<file path="src/rtl/pwm_period_sequencer_pkg.sv">
// rtl/pwm_period_sequencer_pkg.sv - shared types and default sizes for the PWM period sequencer
package pwm_period_sequencer_pkg;

    localparam int NCH_DEF = 8;
    localparam int W_DEF   = 28;

    typedef enum logic [1:0] {
        ST_IDLE    = 2'd0,
        ST_PENDING = 2'd1,
        ST_ACK     = 2'd2
    } seq_state_t;

endpackage

</file>
<file path="src/rtl/pwm_period_sequencer_if.sv">
// rtl/pwm_period_sequencer_if.sv - register export, update handshake and PWM output bundle
interface pwm_period_sequencer_if
    import pwm_period_sequencer_pkg::*;
#(
    parameter int NCH = NCH_DEF,
    parameter int W   = W_DEF
);
    logic [NCH*W-1:0] period_in;
    logic [NCH*W-1:0] decode_in;
    logic [NCH-1:0]   enable;
    logic             update_req;
    logic             update_ack;
    logic             busy;
    logic [NCH-1:0]   pwm_out;
    logic [NCH-1:0]   wrap_pulse;

    modport master (
        output period_in, decode_in, enable, update_req,
        input  update_ack, busy, pwm_out, wrap_pulse
    );

    modport slave (
        input  period_in, decode_in, enable, update_req,
        output update_ack, busy, pwm_out, wrap_pulse
    );
endinterface

</file>
<file path="src/rtl/pwm_period_sequencer_channel.sv">
// rtl/pwm_period_sequencer_channel.sv - one PWM channel that swaps period/duty only at its own boundary
module pwm_channel
    import pwm_period_sequencer_pkg::*;
#(
    parameter int W = W_DEF
) (
    input  logic         clk,
    input  logic         rst,
    input  logic         enable,
    input  logic         apply_req,
    input  logic [W-1:0] shadow_p,
    input  logic [W-1:0] shadow_d,
    output logic         pwm,
    output logic         wrap,
    output logic         applied
);
    localparam logic [W-1:0] ONE = W'(1);

    logic [W-1:0] p, d, cnt;
    logic         en_r;
    logic [W-1:0] p_n, d_n, cnt_n;
    logic         running, at_end, restart;

    // A running channel only swaps at cnt==P-1; an idle or disabled one swaps at once.
    always_comb begin
        running = en_r && (p != '0);
        at_end  = running && (cnt == p - ONE);
        applied = apply_req && (!enable || !running || at_end);
        p_n     = applied ? shadow_p : p;
        d_n     = applied ? shadow_d : d;
        restart = applied || !en_r || at_end;
        if (!enable || (p_n == '0) || restart) begin
            cnt_n = '0;
        end else begin
            cnt_n = cnt + ONE;
        end
    end

    always_ff @(posedge clk or posedge rst) begin
        if (rst) begin
            p    <= '0;
            d    <= '0;
            cnt  <= '0;
            en_r <= 1'b0;
            pwm  <= 1'b0;
            wrap <= 1'b0;
        end else begin
            p    <= p_n;
            d    <= d_n;
            cnt  <= cnt_n;
            en_r <= enable;
            pwm  <= enable && (p_n != '0) && (cnt_n < d_n);
            wrap <= enable && (p_n != '0) && restart;
        end
    end

endmodule

</file>
<file path="src/rtl/pwm_period_sequencer.sv">
// rtl/pwm_period_sequencer.sv - multi-channel PWM engine with glitch-free handshaked period/duty updates
module pwm_period_sequencer
    import pwm_period_sequencer_pkg::*;
#(
    parameter int NCH = NCH_DEF,
    parameter int W   = W_DEF
) (
    input  logic                    clk_clk,
    input  logic                    reset_reset,
    pwm_period_sequencer_if.slave   bus
);
    seq_state_t       state, state_n;
    logic             capture;
    logic [NCH*W-1:0] shadow_p, shadow_d;
    logic [NCH-1:0]   pending, applied;
    logic [NCH-1:0]   pwm_v, wrap_v;

    always_comb begin
        state_n = state;
        capture = 1'b0;
        case (state)
            ST_IDLE: begin
                if (bus.update_req) begin
                    state_n = ST_PENDING;
                    capture = 1'b1;
                end
            end
            ST_PENDING: begin
                if (pending == '0) begin
                    state_n = ST_ACK;
                end
            end
            ST_ACK: begin
                if (!bus.update_req) begin
                    state_n = ST_IDLE;
                end
            end
            default: state_n = ST_IDLE;
        endcase
    end

    // Shadow copies are taken only on the IDLE->PENDING edge, so later input changes are inert.
    always_ff @(posedge clk_clk or posedge reset_reset) begin
        if (reset_reset) begin
            state    <= ST_IDLE;
            shadow_p <= '0;
            shadow_d <= '0;
            pending  <= '0;
        end else begin
            state <= state_n;
            if (capture) begin
                shadow_p <= bus.period_in;
                shadow_d <= bus.decode_in;
                pending  <= '1;
            end else begin
                pending  <= pending & ~applied;
            end
        end
    end

    for (genvar i = 0; i < NCH; i++) begin : g_ch
        pwm_channel #(.W(W)) u_ch (
            .clk       (clk_clk),
            .rst       (reset_reset),
            .enable    (bus.enable[i]),
            .apply_req (pending[i]),
            .shadow_p  (shadow_p[i*W +: W]),
            .shadow_d  (shadow_d[i*W +: W]),
            .pwm       (pwm_v[i]),
            .wrap      (wrap_v[i]),
            .applied   (applied[i])
        );
    end

    assign bus.pwm_out    = pwm_v;
    assign bus.wrap_pulse = wrap_v;
    assign bus.busy       = (state == ST_PENDING);
    assign bus.update_ack = (state == ST_ACK);

endmodule
</file>
<file path="src/flat_wrapper.sv">
// flat-port wrapper written by rule: the top's interface ports become plain ports
module pwm_period_sequencer_flat import pwm_period_sequencer_pkg::*;
#(
    parameter int NCH = NCH_DEF,
    parameter int W   = W_DEF
)
  (clk_clk, reset_reset, bus_period_in, bus_decode_in, bus_enable, bus_update_req, bus_update_ack, bus_busy, bus_pwm_out, bus_wrap_pulse);
  pwm_period_sequencer_if #(.NCH(NCH), .W(W)) bus_i ();
  input  logic clk_clk;
  input  logic reset_reset;
  input wire logic [$bits(bus_i.period_in)-1:0] bus_period_in;
  input wire logic [$bits(bus_i.decode_in)-1:0] bus_decode_in;
  input wire logic [$bits(bus_i.enable)-1:0] bus_enable;
  input wire logic [$bits(bus_i.update_req)-1:0] bus_update_req;
  output wire logic [$bits(bus_i.update_ack)-1:0] bus_update_ack;
  output wire logic [$bits(bus_i.busy)-1:0] bus_busy;
  output wire logic [$bits(bus_i.pwm_out)-1:0] bus_pwm_out;
  output wire logic [$bits(bus_i.wrap_pulse)-1:0] bus_wrap_pulse;
  assign bus_i.period_in = bus_period_in;
  assign bus_i.decode_in = bus_decode_in;
  assign bus_i.enable = bus_enable;
  assign bus_i.update_req = bus_update_req;
  assign bus_update_ack = bus_i.update_ack;
  assign bus_busy = bus_i.busy;
  assign bus_pwm_out = bus_i.pwm_out;
  assign bus_wrap_pulse = bus_i.wrap_pulse;
  pwm_period_sequencer #(.NCH(NCH), .W(W)) u_core (.clk_clk(clk_clk), .reset_reset(reset_reset), .bus(bus_i));
endmodule
</file>
<file path="config.mk">
export PLATFORM = sky130hd
export DESIGN_NAME = pwm_period_sequencer_flat
export DESIGN_NICKNAME = d
export VERILOG_FILES = /design/src/rtl/pwm_period_sequencer_pkg.sv /design/src/rtl/pwm_period_sequencer_if.sv /design/src/rtl/pwm_period_sequencer_channel.sv /design/src/rtl/pwm_period_sequencer.sv /design/src/flat_wrapper.sv
export SDC_FILE = /design/constraint.sdc
export NUM_CORES = 2
export LEC_CHECK = 0
export ABC_AREA = 1
export CORE_MARGIN = 2
export CORE_UTILIZATION = 64
export CTS_CLUSTER_SIZE = 30
export DETAILED_ROUTE_END_ITERATION = 16
export GPL_TIMING_DRIVEN = 1
export PLACE_DENSITY = 0.86
export REMOVE_ABC_BUFFERS = 1
export SYNTH_ARGS = -nofsm -noshare
export SYNTH_HDL_FRONTEND = slang
export SYNTH_SLANG_ARGS = --single-unit
</file>
<file path="constraint.sdc">
create_clock -name clk_clk -period 97.4 [get_ports clk_clk]
set_clock_uncertainty 0.2 [all_clocks]
set_input_delay 24.35 -clock clk_clk [delete_from_list [all_inputs] [get_ports clk_clk]]
set_output_delay 24.35 -clock clk_clk [all_outputs]
set_load 0.005 [all_outputs]
</file>
==> out/metrics.cfg <==
[route]
routed_wl_um = 163000
drtIter0Drc = 4619
routed-via-count = 52780
drt-vias-per-instance = 5.42
drc = 0
first_pass_iters = 8
antenna_left = 0
post_drt_wl_per_cell_um = 16.8

[place]
dp_hpwl_um = 119000
place.gp.congestion = 0.951
post-place-ws_ns = 67.78
port_buffers = 476

[grt]
grt_antenna_before_repair = 10
grt_pass1_wl_um = 264000
overflow = 0
grt_max_degree = 189
grt_pass1_vias = 52505
grtUsageTotal_pct = 32.2

[worst_setup_path]
worstReg2RegStart = u_core.g_ch[2].u_ch.p[0]
worstRegToRegCells = 30
critPathArrivalTime_ns = 29.64
timing.rr.end = u_core.g_ch[2].u_ch.pwm
startpoint_type = input pin
crit_type = input pin to register
r2r_setup_slack_ns = 90.22
cp-end-kind = register
cpMostUsedCell = nand2_1
crit_required_ns = 97.83
cp_slowest_cell = clkdlybuf4s50_1
cp_max_fo = 55
max_stage_delay_ns = 0.55

[clock_tree]
cts_resized = 0
cts_buffers = 119
cts_tree = yes
hold_buffers = 0
htreeDepth = 3
post_cts.repair.setup_buffers = 0
clk_pin_slew_ns = 0.07
cts_buffer_depth = 3
clkLatencyLatePin_ns = 0.72
root_buffer = clkbuf_16
cts.sinks = 1154

[power]
p_leak_nw = 36.4
p_total_mw = 1.92
ir_drop_v = 0.0000191
p_per_area_nw_per_um2 = 26.4

[synth]
ys_seq_area_share_pct = 45.8
synth_seq_cells = 1154
syn_area_um2 = 63000
synth_warnings = 0
synth_flop_cell = dfrtp_1
yosys.area.top_type = dfrtp_1
syn_area_per_cell_um2 = 7.94
yosysUniqueCellTypes = 54
synthArstFlopShare_pct = 100
synth_edf_count = 0
syn_inst = 7936
yosysTopAreaCellShare_pct = 45.8
synth_area_leaders = dfrtp_1, nand2_1, inv_1

[timing]
maxClockFrequency_mhz = 34.2
fin_crit_sh_pct = 30.0
finalWorstSetupSlack_ns = 68.19
fin_tns_setup_ns = 0
slew_headroom_pct = 26.7
tightestPinTransition_ns = 1.10
report.final.slew_viol_count = 0
rsz0062_at_grt = no
hold_ws_ns = 0.298
finalSetupViolCount = 0
finalHoldViolCount = 0
timing.final.crit_period_ns = 29.21

[final_layout]
final_common_cell = nand2_1
seq_area_um2 = 28900
multi_input_area_um2 = 27800
area_growth_pct = 15.5
final_cell_mix = nand2_1, inv_1, dfrtp_1
final_util_pct = 74.3
nets = 9040
drive_above_1_share_pct = 7.12
fillCellCount = 7043

[floorplanning]
dieArea_um2 = 101000
die_w_um = 318
die_height_um = 318
boundaryPins = 477
rows = 115
start_util_pct = 64.3
core_area_um2 = 98000

[job]
maxCapViolCount = 0

[worst_hold_path]
min_delay_path_depth = 2
holdPathEnd = u_core.g_ch[4].u_ch.p[13]
worstHoldStart = u_core.shadow_p[125]
worstHoldPathType = register to register

[run_status]
outcome = complete, no violations

cells by family (layout without fill, tap and decap cells):
group | after synthesis | in the layout | share of synthesized area, %
AOI/OAI and AO/OA | 721 | 721 | 6.08
muxes | 271 | 271 | 4.84
and+or+nand+nor | 3617 | 3617 | 24.2
other | 0 | 2 | 0
adders and majority gates | 240 | 240 | 4.76
buffers and inverters | 1640 | 2147 | 10.1
xor gates and xnor gates | 293 | 293 | 4.16
DFF | 1154 | 1154 | 45.8
power by group:
part / internal (mW) / total, mW / switching, mW
sequential: 0.662 / 0.777 / 0.115
clock: 0.283 / 0.481 / 0.198
combinational: 0.255 / 0.663 / 0.408
flip-flops by register name, summed over array words and instances, names as in the netlist:
name and flops:
u_core.g_ch.u_ch.d 224, u_core.g_ch.u_ch.cnt 224, u_core.g_ch.u_ch.en_r 8, u_core.shadow_d 224, u_core.g_ch.u_ch.pwm 8, u_core.g_ch.u_ch.wrap 8
u_core.pending 8, u_core.shadow_p 224, u_core.g_ch.u_ch.p 224, u_core.state 2
layer usage:
layer	global-route usage (%)	vias to the layer above	wire length [um]
li1	-	25524	-
met1	42.8	25174	69000
met2	53.3	1661	77200
met3	5.06	403	10100
met4	12.8	18	6770
met5	0	-	103
final cells by class:
cell class                 instances  area share (%)
inverter                        1419            7.33
timing repair buffer             505            6.89
antenna                            2         0.00687
clock buffer                     166            4.78
multi-input combinational       5142            38.2
tap                             1287            2.21
clock inverter                    57           0.931
sequential                      1154            39.7
worst max path at each step:
stage | cells past startpoint | endpoint | slack (ns) | startpoint
floorplan | 1 | u_core.g_ch[0].u_ch.cnt[0] | 40.35 | reset_reset
global placement | 26 | u_core.g_ch[7].u_ch.pwm | 67.98 | bus_enable[7]
detailed placement | 26 | u_core.g_ch[7].u_ch.pwm | 67.78 | bus_enable[7]
CTS | 20 | u_core.g_ch[2].u_ch.pwm | 68.31 | bus_enable[2]
global route | 26 | u_core.g_ch[7].u_ch.pwm | 67.63 | bus_enable[7]
finish | 26 | u_core.g_ch[7].u_ch.pwm | 68.19 | bus_enable[7]
cells in the mapped netlist (all sizes together) (21+ instances only):
cell type     n
a21oi       355
buf          89
clkbuf      132
dfrtp      1154
ha          240
inv        1419
mux2        271
nand2      1794
nand3       438
nand3b       29
nand4        87
nor2       1041
nor3        112
nor3b        76
nor4         21
o21ai       295
xnor2       103
xor2        186
critical path: cells and delay by family:
kind	cells	cell delay, ns
AO/OA/AOI/OAI	6	0.80
buffers and inverters	3	1.16
adder cells (fa/ha/maj)	1	0.33
AND/OR/NAND/NOR	16	2.93
per-stage QoR:
step,cells,cell area (um2)
2_1_floorplan,7715,62000
3_3_place_gp,9507,68600
3_5_place_dp,9507,68600
4_1_cts,9730,72800
5_1_grt,9730,72800
6_report,9732,72800
Note: power is estimated with default switching activity, not from simulation.
